**config.mk**
```make
export PLATFORM = sky130hd
export DESIGN_NAME = hand_zone_pixel_streamer
export DESIGN_NICKNAME = d
export VERILOG_FILES = /design/src/rtl/hand_zone_pixel_streamer.sv
export SDC_FILE = /design/constraint.sdc
export NUM_CORES = 1
export LEC_CHECK = 0
export ABC_CLOCK_PERIOD_IN_PS = 5550
export CAP_MARGIN = 5
export CORE_MARGIN = 2
export CORE_UTILIZATION = 25
export CTS_CLUSTER_DIAMETER = 150
export DETAILED_ROUTE_END_ITERATION = 6
export PLACE_DENSITY_LB_ADDON = 0.25
export SLEW_MARGIN = 20
export SYNTH_ARGS = -nofsm -noshare
export SYNTH_HDL_FRONTEND = slang
export SYNTH_SLANG_ARGS = --single-unit
```
**constraint.sdc**
```tcl
create_clock -name pclk -period 5.55 [get_ports pclk]
set_input_delay 1.3875 -clock pclk [delete_from_list [all_inputs] [get_ports pclk]]
set_output_delay 1.3875 -clock pclk [all_outputs]
set_load 0.01 [all_outputs]
```
**src/rtl/hand_zone_pixel_streamer.sv**
```systemverilog
// Camera front end for the hand-signal zone detector.
// Assembles RGB444 pixels from a vsync/href framed 8-bit byte bus. It tracks x/y and the
// zone index incrementally, so no divider is needed. It also flags malformed lines and
// frames that end early.
// Optional build macro HAND_TEST_PATTERN_EN adds a test_mode input. When test_mode is set,
// the camera data is replaced by a red/blue pattern that alternates by zone column.
module hand_zone_pixel_streamer #(
  parameter int unsigned IMG_WIDTH  = 640,
  parameter int unsigned IMG_HEIGHT = 480,
  parameter int unsigned NX         = 8,
  parameter int unsigned NY         = 6,
  parameter int unsigned ZONES      = NX * NY,
  parameter int unsigned IMG_WB     = $clog2(IMG_WIDTH),
  parameter int unsigned IMG_HB     = $clog2(IMG_HEIGHT)
) (
  input  logic                       pclk,
  input  logic                       rst_n,
  input  logic                       vsync,
  input  logic                       href,
  input  logic [7:0]                 cam_d,
`ifdef HAND_TEST_PATTERN_EN
  input  logic                       test_mode,
`endif
  output logic                       pix_valid,
  output logic [IMG_WB-1:0]          x_pixel,
  output logic [IMG_HB-1:0]          y_pixel,
  output logic [$clog2(ZONES)-1:0]   zone_id,
  output logic [11:0]                pixel_COLOR,
  output logic                       frame_start,
  output logic                       frame_done,
  output logic                       frame_short,
  output logic                       line_err
);

  localparam int unsigned ZW  = IMG_WIDTH / NX;
  localparam int unsigned ZH  = IMG_HEIGHT / NY;
  localparam int unsigned ZB  = $clog2(ZONES);
  // One spare bit so over-long lines and the final line count stay representable
  localparam int unsigned XCB = IMG_WB + 1;
  localparam int unsigned YCB = IMG_HB + 1;
  localparam int unsigned ZWB = (ZW > 1) ? $clog2(ZW) : 1;
  localparam int unsigned ZHB = (ZH > 1) ? $clog2(ZH) : 1;
  localparam int unsigned ZCB = (NX > 1) ? $clog2(NX) : 1;
  localparam int unsigned ZRB = (NY > 1) ? $clog2(NY) : 1;

  localparam logic [XCB-1:0] XEnd     = XCB'(IMG_WIDTH);
  localparam logic [YCB-1:0] YEnd     = YCB'(IMG_HEIGHT);
  localparam logic [ZWB-1:0] ZwLast   = ZWB'(ZW - 1);
  localparam logic [ZHB-1:0] ZhLast   = ZHB'(ZH - 1);
  localparam logic [ZCB-1:0] ZcolLast = ZCB'(NX - 1);
  localparam logic [ZRB-1:0] ZrowLast = ZRB'(NY - 1);
  localparam logic [ZB-1:0]  NxZ      = ZB'(NX);

  typedef enum logic [1:0] {StBlank, StWaitLine, StLine} state_e;

  state_e            state_q, state_d;
  logic              vsync_q, href_q;
  logic              phase_q, phase_d;
  logic [3:0]        r_q, r_d;
  logic [XCB-1:0]    x_q, x_d;
  logic [YCB-1:0]    y_q, y_d, y_inc;
  logic [ZWB-1:0]    zx_q, zx_d;
  logic [ZCB-1:0]    zcol_q, zcol_d;
  logic [ZHB-1:0]    zy_q, zy_d;
  logic [ZRB-1:0]    zrow_q, zrow_d;

  logic              pix_valid_q, pix_valid_d;
  logic [IMG_WB-1:0] x_pixel_q, x_pixel_d;
  logic [IMG_HB-1:0] y_pixel_q, y_pixel_d;
  logic [ZB-1:0]     zone_id_q, zone_id_d;
  logic [11:0]       color_q, color_d;
  logic              frame_start_q, frame_start_d;
  logic              frame_done_q, frame_done_d;
  logic              frame_short_q, frame_short_d;
  logic              line_err_q, line_err_d;

  logic              vsync_fall, vsync_rise, href_fall;
  logic [7:0]        byte_w;

  assign vsync_fall = vsync_q & ~vsync;
  assign vsync_rise = ~vsync_q & vsync;
  assign href_fall  = href_q & ~href;

`ifdef HAND_TEST_PATTERN_EN
  logic tm_q, tm_d;

  // Mode is only picked up while blanking so a frame never mixes sources
  assign tm_d = (state_q == StBlank) ? test_mode : tm_q;

  // Test-mode register
  always_ff @(posedge pclk or negedge rst_n) begin
    if (!rst_n) tm_q <= 1'b0;
    else        tm_q <= tm_d;
  end

  // Even zone column -> F00, odd -> 00F, split across the two byte phases
  always_comb begin
    byte_w = cam_d;
    if (tm_q) begin
      if (!phase_q) byte_w = zcol_q[0] ? 8'h00 : 8'h0F;
      else          byte_w = zcol_q[0] ? 8'h0F : 8'h00;
    end
  end
`else
  assign byte_w = cam_d;
`endif

  // Frame/line FSM, byte assembly, coordinate and zone counters
  always_comb begin
    state_d       = state_q;
    phase_d       = phase_q;
    r_d           = r_q;
    x_d           = x_q;
    y_d           = y_q;
    y_inc         = y_q + 1'b1;
    zx_d          = zx_q;
    zcol_d        = zcol_q;
    zy_d          = zy_q;
    zrow_d        = zrow_q;
    pix_valid_d   = 1'b0;
    x_pixel_d     = x_pixel_q;
    y_pixel_d     = y_pixel_q;
    zone_id_d     = zone_id_q;
    color_d       = color_q;
    frame_start_d = 1'b0;
    frame_done_d  = 1'b0;
    frame_short_d = 1'b0;
    line_err_d    = 1'b0;

    unique case (state_q)
      StBlank: begin
        phase_d = 1'b0;
        x_d     = '0;
        y_d     = '0;
        zx_d    = '0;
        zcol_d  = '0;
        zy_d    = '0;
        zrow_d  = '0;
        if (vsync_fall) state_d = StWaitLine;
      end

      StWaitLine, StLine: begin
        if (href_fall && (state_q == StLine)) begin
          // Line check comes first; a coincident vsync rise only picks the done flavour
          line_err_d = phase_q | (x_q != XEnd);
          phase_d    = 1'b0;
          x_d        = '0;
          zx_d       = '0;
          zcol_d     = '0;
          y_d        = y_inc;
          if (zy_q == ZhLast) begin
            zy_d = '0;
            if (zrow_q != ZrowLast) zrow_d = zrow_q + 1'b1;
          end else begin
            zy_d = zy_q + 1'b1;
          end
          if (y_inc == YEnd) begin
            frame_done_d = 1'b1;
            state_d      = StBlank;
          end else if (vsync_rise) begin
            frame_done_d  = 1'b1;
            frame_short_d = 1'b1;
            state_d       = StBlank;
          end else begin
            state_d = StWaitLine;
          end
        end else if (vsync_rise) begin
          frame_done_d  = 1'b1;
          frame_short_d = 1'b1;
          state_d       = StBlank;
        end else if (href) begin
          state_d = StLine;
          if (!phase_q) begin
            r_d     = byte_w[3:0];
            phase_d = 1'b1;
          end else begin
            phase_d = 1'b0;
            if ((x_q < XEnd) && (y_q < YEnd)) begin
              pix_valid_d   = 1'b1;
              x_pixel_d     = x_q[IMG_WB-1:0];
              y_pixel_d     = y_q[IMG_HB-1:0];
              zone_id_d     = ZB'(zrow_q) * NxZ + ZB'(zcol_q);
              color_d       = {r_q, byte_w};
              frame_start_d = (x_q == '0) && (y_q == '0);
              if (zx_q == ZwLast) begin
                zx_d = '0;
                if (zcol_q != ZcolLast) zcol_d = zcol_q + 1'b1;
              end else begin
                zx_d = zx_q + 1'b1;
              end
            end
            // Keeps counting past the line end so over-long lines are still caught
            if (x_q != '1) x_d = x_q + 1'b1;
          end
        end
      end

      default: state_d = StBlank;
    endcase
  end

  // State, counters, edge-detect history and registered outputs
  always_ff @(posedge pclk or negedge rst_n) begin
    if (!rst_n) begin
      state_q       <= StBlank;
      vsync_q       <= 1'b0;
      href_q        <= 1'b0;
      phase_q       <= 1'b0;
      r_q           <= '0;
      x_q           <= '0;
      y_q           <= '0;
      zx_q          <= '0;
      zcol_q        <= '0;
      zy_q          <= '0;
      zrow_q        <= '0;
      pix_valid_q   <= 1'b0;
      x_pixel_q     <= '0;
      y_pixel_q     <= '0;
      zone_id_q     <= '0;
      color_q       <= '0;
      frame_start_q <= 1'b0;
      frame_done_q  <= 1'b0;
      frame_short_q <= 1'b0;
      line_err_q    <= 1'b0;
    end else begin
      state_q       <= state_d;
      vsync_q       <= vsync;
      href_q        <= href;
      phase_q       <= phase_d;
      r_q           <= r_d;
      x_q           <= x_d;
      y_q           <= y_d;
      zx_q          <= zx_d;
      zcol_q        <= zcol_d;
      zy_q          <= zy_d;
      zrow_q        <= zrow_d;
      pix_valid_q   <= pix_valid_d;
      x_pixel_q     <= x_pixel_d;
      y_pixel_q     <= y_pixel_d;
      zone_id_q     <= zone_id_d;
      color_q       <= color_d;
      frame_start_q <= frame_start_d;
      frame_done_q  <= frame_done_d;
      frame_short_q <= frame_short_d;
      line_err_q    <= line_err_d;
    end
  end

  assign pix_valid   = pix_valid_q;
  assign x_pixel     = x_pixel_q;
  assign y_pixel     = y_pixel_q;
  assign zone_id     = zone_id_q;
  assign pixel_COLOR = color_q;
  assign frame_start = frame_start_q;
  assign frame_done  = frame_done_q;
  assign frame_short = frame_short_q;
  assign line_err    = line_err_q;

endmodule

```
* Word-level counts from Yosys, hierarchy flattened
Index checks and enable logic that the tools add are counted.
** Operators by class
- Bitwise operators :: 10
- Eq/ne operators :: 21
- Reduce and logical (&&, ||, !) cells :: 17
- Add/sub/neg operators :: 7
- $lt $le $gt $ge :: 2
- Mux-type cells :: 63
** Operator list (count)
- $mux 7 :: 8
- $mux 11 :: 5
- $mux 3 :: 10
- $pmux 7 s2 :: 2
- $mux 1 :: 27
- $ne 3x3->1 const B :: 9
- $pmux 11 s2 :: 1
- $pmux 10 s2 :: 1
- $reduce_and 5->1 :: 3
- $add 7x1->7 const B :: 2
- $eq 7x7->1 const B :: 2
- $pmux 3 s2 :: 2
- $add 11x1->11 const B :: 1
- $logic_not 11->1 :: 1
- $lt 11x10->1 const B :: 1
- $ne 11x10->1 const B :: 1
- $ne 11x11->1 const B :: 1
- $add 10x1->10 const B :: 1
- $eq 10x9->1 const B :: 1
- $logic_not 10->1 :: 1
- $lt 10x9->1 const B :: 1
- $mux 10 :: 1
- $mux 2 :: 4
- $ne 2x2->1 const B :: 4
- other kinds (19) :: 30
** Storage, ports and cells
- Register bits :: 92
- Output and inout bits :: 42
- Bits of input ports :: 12

* Depth between registers and ports, before layout
Gate-level depths: netlist of run 1.
- Depth in word-level cells :: 9
- Depth in mapped cells :: 9
- Mapped depth without buffers :: 7

* Worst setup path before layout of run 1
OpenSTA, ideal clock, no wires.
- Kind :: in2reg
- From :: input port vsync
- To :: register x_q[9]
- Data arrival time :: 2.648 ns
- Buffers on the path :: 0
- Slack :: 2.823 ns
- Stages on the path :: 5
- Cells stage by stage :: nor2b_1 -> o211ai_4 -> o211ai_4 -> or4_1 -> a21oi_1
** Between the ends
- Longest elaborated chain between the ends :: 3
** Ends and longest elaborated chain
- start, declared :: line 18 : input logic vsync,
- $and 1x1->1 :: line 81 : assign vsync_rise = ~vsync_q & vsync;
- $ne 3x3->1 (no line)
- $reduce_and 5->1 (no line)
- end signal, assigned :: line 210 : x_q <= '0;
- end signal, assigned :: line 231 : x_q <= x_d;
- end, declared :: line 60 : logic [XCB-1:0] x_q, x_d;
No other way between the ends.
A chain may end at the register's enable or synchronous reset.

* Worst setup path in the final report of run 1
- From :: input port href
- To :: register x_q[9]
** Between the ends
- Longest elaborated chain between the ends :: 5
- Elaborated cells between the ends (all ways) :: 10
** Ends and longest elaborated chain
- start, declared :: line 19 : input logic href,
- $not 1->1 :: line 82 : assign href_fall = href_q & ~href;
- $and 1x1->1 :: line 82
- $logic_and 1x1->1 :: line 143 : if (href_fall && (state_q == StLine)) begin
- $ne 3x3->1 (no line) / $mux 11 (equally long branches)
- $reduce_and 5->1 (no line) / $pmux 11 s2 (equally long branches)
Several ways; a longest one is shown, not always the timed one.

==> impl_metrics.tcl, run 1 <==
set metrics [dict create \
    timing.final.crit_share 0.609 \
    synth.area.top_cells "dfrtp_1, mux2_2, ha_1, o21ai_0, nand2_1" \
    layout_setup_ws_ns 2.17 \
    clk_latency_ns 0.35 \
    area_growth_pct 23.8 \
    maxCapViolCount 0 \
    yosys_warnings 0 \
    power_density_nw_per_um2 465 \
    relSlewSlack 0.355 \
    stdcell_count 678 \
    dr.pass1.iters 4 \
    final_hold_viol_count 0 \
    grt_max_degree 55 \
    antenna_found_initial 0 \
    start_util 0.256 \
    finalSetupViolCount 0 \
    rsz0062_at_grt "no" \
    core_area_um2 17400 \
    numCtsBuffers 9 \
    core.rowCount 48 \
    grt.overflow.total 0 \
    io_pins 54 \
    synth_top_area_frac 0.518 \
    grt_usage 0.113 \
    dp_hpwl_um 6760 \
    fillers 1750 \
    grt_first_pass_wirelength_um 16600 \
    via_count 3199 \
    layout.nets 473 \
    ys_seq_area_frac 0.518 \
    finalPower_uw 2560 \
    ys_types 60 \
    holdPathStages 1 \
    dieArea_um2 18800 \
    synth_top_area_cell "dfrtp_1" \
    multi_input_area_um2 2000 \
    portBuffers 53 \
    drtIter0Drc 290 \
    synth.avg_cell_area_um2 11.2 \
    ant_nets 0 \
    syn_inst 397 \
    skew_ns 0.00956 \
    syn-num-nets 422 \
    tightest_slew_ns 0.968 \
    grt_pass1_vias 3169 \
    die_w_um 137 \
    routed_wl_um 9870 \
    register_area_um2 2300 \
    ys_async_sr_fraction 1.00 \
    syn-cell-area_um2 4440 \
    synth_edf_count 0 \
    cts_tree "done" \
    h-tree-depth 3 \
    worst-endpoint-arrival_ns 3.64 \
    place_congestion 0.810 \
    clk_pin_slew_ns 0.06 \
    ys_ff_latch 92 \
    hold_class "flip-flop to flip-flop" \
    final_common_cell "dfrtp_1" \
    dp_slack_ns 1.81 \
    reg2reg_depth 7 \
    clk_path_buf_depth 2 \
    p_leak_uw 0.00239 \
    die_y_um 137 \
    ctsResizeCount 0 \
    dp.cells 662 \
    slew_violations 0 \
    critical_path_class "input pin to flip-flop" \
    synthFlopType "dfrtp_1" \
    max_freq_ghz 0.296 \
    root_buffer "clkbuf_16" \
    fin_crit_ns 3.38 \
    clock-sinks 92 \
    status "complete, no violations" \
    irDropWorstVdd_uv 194 \
    hold_buffers 0 \
    worstPathMaxFanout 18 \
    post_drt_via_cell_ratio 4.72 \
    critPathCaptureType "flip-flop" \
    n_antenna_cell 0 \
    drive_above_1_share 0.143 \
    tns_ns 0 \
    critPathLaunchType "input pin" \
    layout_common_cells "dfrtp_1, clkdlybuf4s50_1, mux2_2" \
    wl_per_cell_um 14.6 \
    drcViolationCount 0 \
    post_cts_buffers 0 \
    required_ns 5.81 \
]
[power by group]
part	total [µW]	leakage, µW	switching, µW	internal, µW
sequential	910	0.00124	99.2	811
clock	665	0.000153	259	407
combinational	983	0.000999	564	419
[area by class of cell]
cell class                      count  area share
Sequential cell                    92       0.419
Clock inverter                      4      0.0132
Tap cell                          225      0.0512
Clock buffer                       12      0.0448
Multi-Input combinational cell    276       0.365
Inverter                           15      0.0102
Timing Repair Buffer               54      0.0974
[critical path, stage by stage]
cell and delay [ns]:
clkdlybuf4s50_1 0.52, nand3b_1 0.55, nand3b_1 0.32, o211ai_4 0.20
or4_1 0.51, a21oi_1 0.15
[layer usage]
layer,track usage,wire length (µm)
met1,0.146,4710
met2,0.177,4620
met3,0.0383,436
met4,0.0338,106
met5,0,0
[per-stage QoR]
stage / utilization / instance area [µm²] / hold slack (ns)
after CTS: 0.317 / 5500 / 0.494
after detailed placement: 0.298 / 5180 / 0.479
after global placement: 0.298 / 5180 / 0.468
final: 0.317 / 5500 / 0.484
after floorplan: - / 4440 / 0.465
after global routing: 0.317 / 5500 / 0.505
[synthesized netlist by cell type, drive strengths merged (2+ instances only)]
cell type  number
dfrtp          92
nor2           23
o22ai           4
o41ai           3
nand2          35
buf             9
nor4            3
nand3b          3
clkbuf          5
o31ai          10
inv            15
nand4b          2
nand2b          4
and3            9
a211oi          2
a21oi          17
or3             5
ha             13
a32o            2
nand3          17
nand4           3
mux2           42
o21a            2
a21o            3
nor2b           4
or4             3
and2            2
o21ai          30
nor3            4
o211ai          2
xor2            8
and4            3
[state kept, by name, summed over array words and instances, names as in the netlist]
register,count
zone_id,6
frame_done,1
y_q,10
phase_q,1
r_q,4
zcol_q,3
zx_q,7
x_q,11
frame_start,1
vsync_q,1
line_err,1
href_q,1
x_pixel,10
zy_q,7
y_pixel,9
state_q,2
zrow_q,3
pix_valid,1
pixel_COLOR,12
frame_short,1
[cell families after synthesis]
logic type | Yosys count | synth area share
AOI/OAI and AO/OA | 85 | 0.134
xor gates and xnor gates | 9 | 0.0177
adders and majority gates | 13 | 0.0366
buffers and inverters | 29 | 0.0307
DFF | 92 | 0.518
muxes | 43 | 0.109
and+or+nand+nor | 126 | 0.154
[final timing paths]
check | endpoint | startpoint | slack, ns
setup / recovery | x_q[9] | href | 2.17
hold / removal | x_pixel[7] | x_pixel[7] | 0.48
setup reg to reg | zy_q[6] | state_q[1] | 2.60
hold reg to reg | x_pixel[7] | x_pixel[7] | 0.48
max in group asynchronous | pixel_COLOR[6] | rst_n | 3.50
min in group asynchronous | pix_valid | rst_n | 1.09
(Power assumes the default switching activity.)
==> run 2: changes to the inputs <==
--- a/config.mk
+++ b/config.mk
@@ -5,7 +5,7 @@
 export SDC_FILE = /design/constraint.sdc
 export NUM_CORES = 1
 export LEC_CHECK = 0
-export ABC_CLOCK_PERIOD_IN_PS = 5550
+export ABC_CLOCK_PERIOD_IN_PS = 3220
 export CAP_MARGIN = 5
 export CORE_MARGIN = 2
 export CORE_UTILIZATION = 25
==> constraint.sdc (replaced) <==
create_clock -name pclk -period 3.22 [get_ports pclk]
set_input_delay 0.805 -clock pclk [delete_from_list [all_inputs] [get_ports pclk]]
set_output_delay 0.805 -clock pclk [all_outputs]
set_load 0.01 [all_outputs]
==> impl_metrics.tcl, run 2 (synthesis results as in run 1) <==
set metrics [dict create \
    status "complete, no violations" \
    core_area_um2 17400 \
    required_ns 3.43 \
    grt_pass1_vias 3256 \
    register_area_um2 2300 \
    worst-endpoint-arrival_ns 2.86 \
    hold_ws_ns 0.480 \
    max_freq_ghz 0.377 \
    final_hold_viol_count 0 \
    relSlewSlack 0.469 \
    drcViolationCount 0 \
    root_buffer "clkbuf_16" \
    worst-path-buf-inv 1 \
    numCtsBuffers 9 \
    critical_path_class "input pin to flip-flop" \
    routed_wl_um 10300 \
    area_growth_pct 25.8 \
    stdcell_count 686 \
    maxCapViolCount 0 \
    rrSetupSlack_ns 0.68 \
    n_antenna_cell 0 \
    antenna_found_initial 0 \
    wl_per_cell_um 15.1 \
    tightest_slew_ns 0.790 \
    multi_input_area_um2 2000 \
    power_density_nw_per_um2 810 \
    crit_start "href" \
    portBuffers 53 \
    ctsResizeCount 0 \
    worst-path-stages 6 \
    ant_nets 0 \
    die_y_um 137 \
    timing.rr.end "x_q[7]" \
    irDropWorstVdd_uv 384 \
    tns_ns 0 \
    crit_chain "clkdlybuf4s50_1, nand3b_1, nand2_1, a41oi_1, nand2b_1, o41ai_1" \
    via_count 3267 \
    reg2reg_depth 7 \
    core.rowCount 48 \
    largest_register_ffs 12 \
    die_w_um 137 \
    grt.overflow.total 0 \
    fillers 1750 \
    critPathLaunchType "input pin" \
    clock-sinks 92 \
    io_pins 54 \
    crit_family "simple AND/OR/NAND/NOR gates" \
    grt_first_pass_wirelength_um 17100 \
    fin_crit_ns 2.65 \
    rsz0062_at_grt "no" \
    layout.nets 481 \
    max_stage_delay_ns 0.53 \
    dp_hpwl_um 7110 \
    critPathCaptureType "flip-flop" \
    dieArea_um2 18800 \
    place_congestion 0.760 \
    clk_latency_ns 0.35 \
    final_common_cell "dfrtp_1" \
    p_leak_uw 0.00244 \
    dp.cells 670 \
    cts_tree "done" \
    final_core_util 0.322 \
    start_util 0.256 \
    grt_max_degree 49 \
    slowest_stage "clkdlybuf4s50_1" \
    clk_path_buf_depth 2 \
    crit_path_end "zcol_q[2]" \
    skew_ns 0.00692 \
    clk_pin_slew_ns 0.07 \
    h-tree-depth 3 \
    post_cts_buffers 0 \
    slew_violations 0 \
    hold_class "input pin to async pin" \
    drtIter0Drc 149 \
    hold_buffers 0 \
    layout_common_cells "dfrtp_1, clkdlybuf4s50_1, mux2_2" \
    worstPathMaxFanout 8 \
    timing.final.crit_share 0.823 \
    grt_usage 0.117 \
    drive_above_1_share 0.163 \
    finalSetupViolCount 0 \
    dr.pass1.iters 4 \
    reg2reg_from "state_q[1]" \
    post_drt_via_cell_ratio 4.76 \
]
-- run 2: cell types whose count changed in the layout (fill, tap and decap cells not counted), sizes merged --
cell / delta
clkinvlp: -1
buf: +8
inv: +1
clkinv: +1
clkbuf: -1
-- run 2: worst min path at each step --
stage / to / slack, ns
floorplan: zx_q[1] / 0.46
global placement: x_pixel[4] / 0.47
detailed placement: x_pixel[4] / 0.48
CTS: x_pixel[4] / 0.50
global route: x_pixel[0] / 0.52
finish: frame_done / 0.48
-- run 2: layout make-up --
type                    instances  share of cell area
clock buffers                  11              0.0452
clock inverters                 5              0.0148
inverters                      15              0.0101
multi-input cells             276               0.359
flip-flops and latches         92               0.412
well taps                     225              0.0504
repair buffers                 62               0.109
-- run 2: where the power goes --
part	leakage, µW	switching (µW)	internal (µW)	total, µW
clock	0.000166	463	726	1190
combinational	0.00104	992	775	1770
sequential	0.00124	174	1400	1570
-- run 2: layer usage --
layer / track usage / vias up / routed length [µm]
met3: 0.0386 / 18 / 547
met5: 0 / - / 0
met1: 0.155 / 1612 / 4780
li1: - / 1562 / -
met4: 0.0464 / 0 / 276
met2: 0.178 / 75 / 4730
-- run 2: stage by stage --
stage          cell area, µm²  setup WS (ns)  power [µW]
2_1_floorplan            4440           1.08        2710
3_3_place_gp             5250          0.346        3320
3_5_place_dp             5250          0.270        3370
4_1_cts                  5590          0.609        4600
5_1_grt                  5590          0.453        4850
6_report                 5590          0.568        4530
-- run 2: worst reg2reg max path: stages, from the launching register on --
cell,delay [ns]
dfrtp_1,0.39
inv_1,0.06
ha_1,0.56
nand2_2,0.15
o211ai_4,0.38
o211ai_4,0.25
or4_1,0.52
a21oi_1,0.16
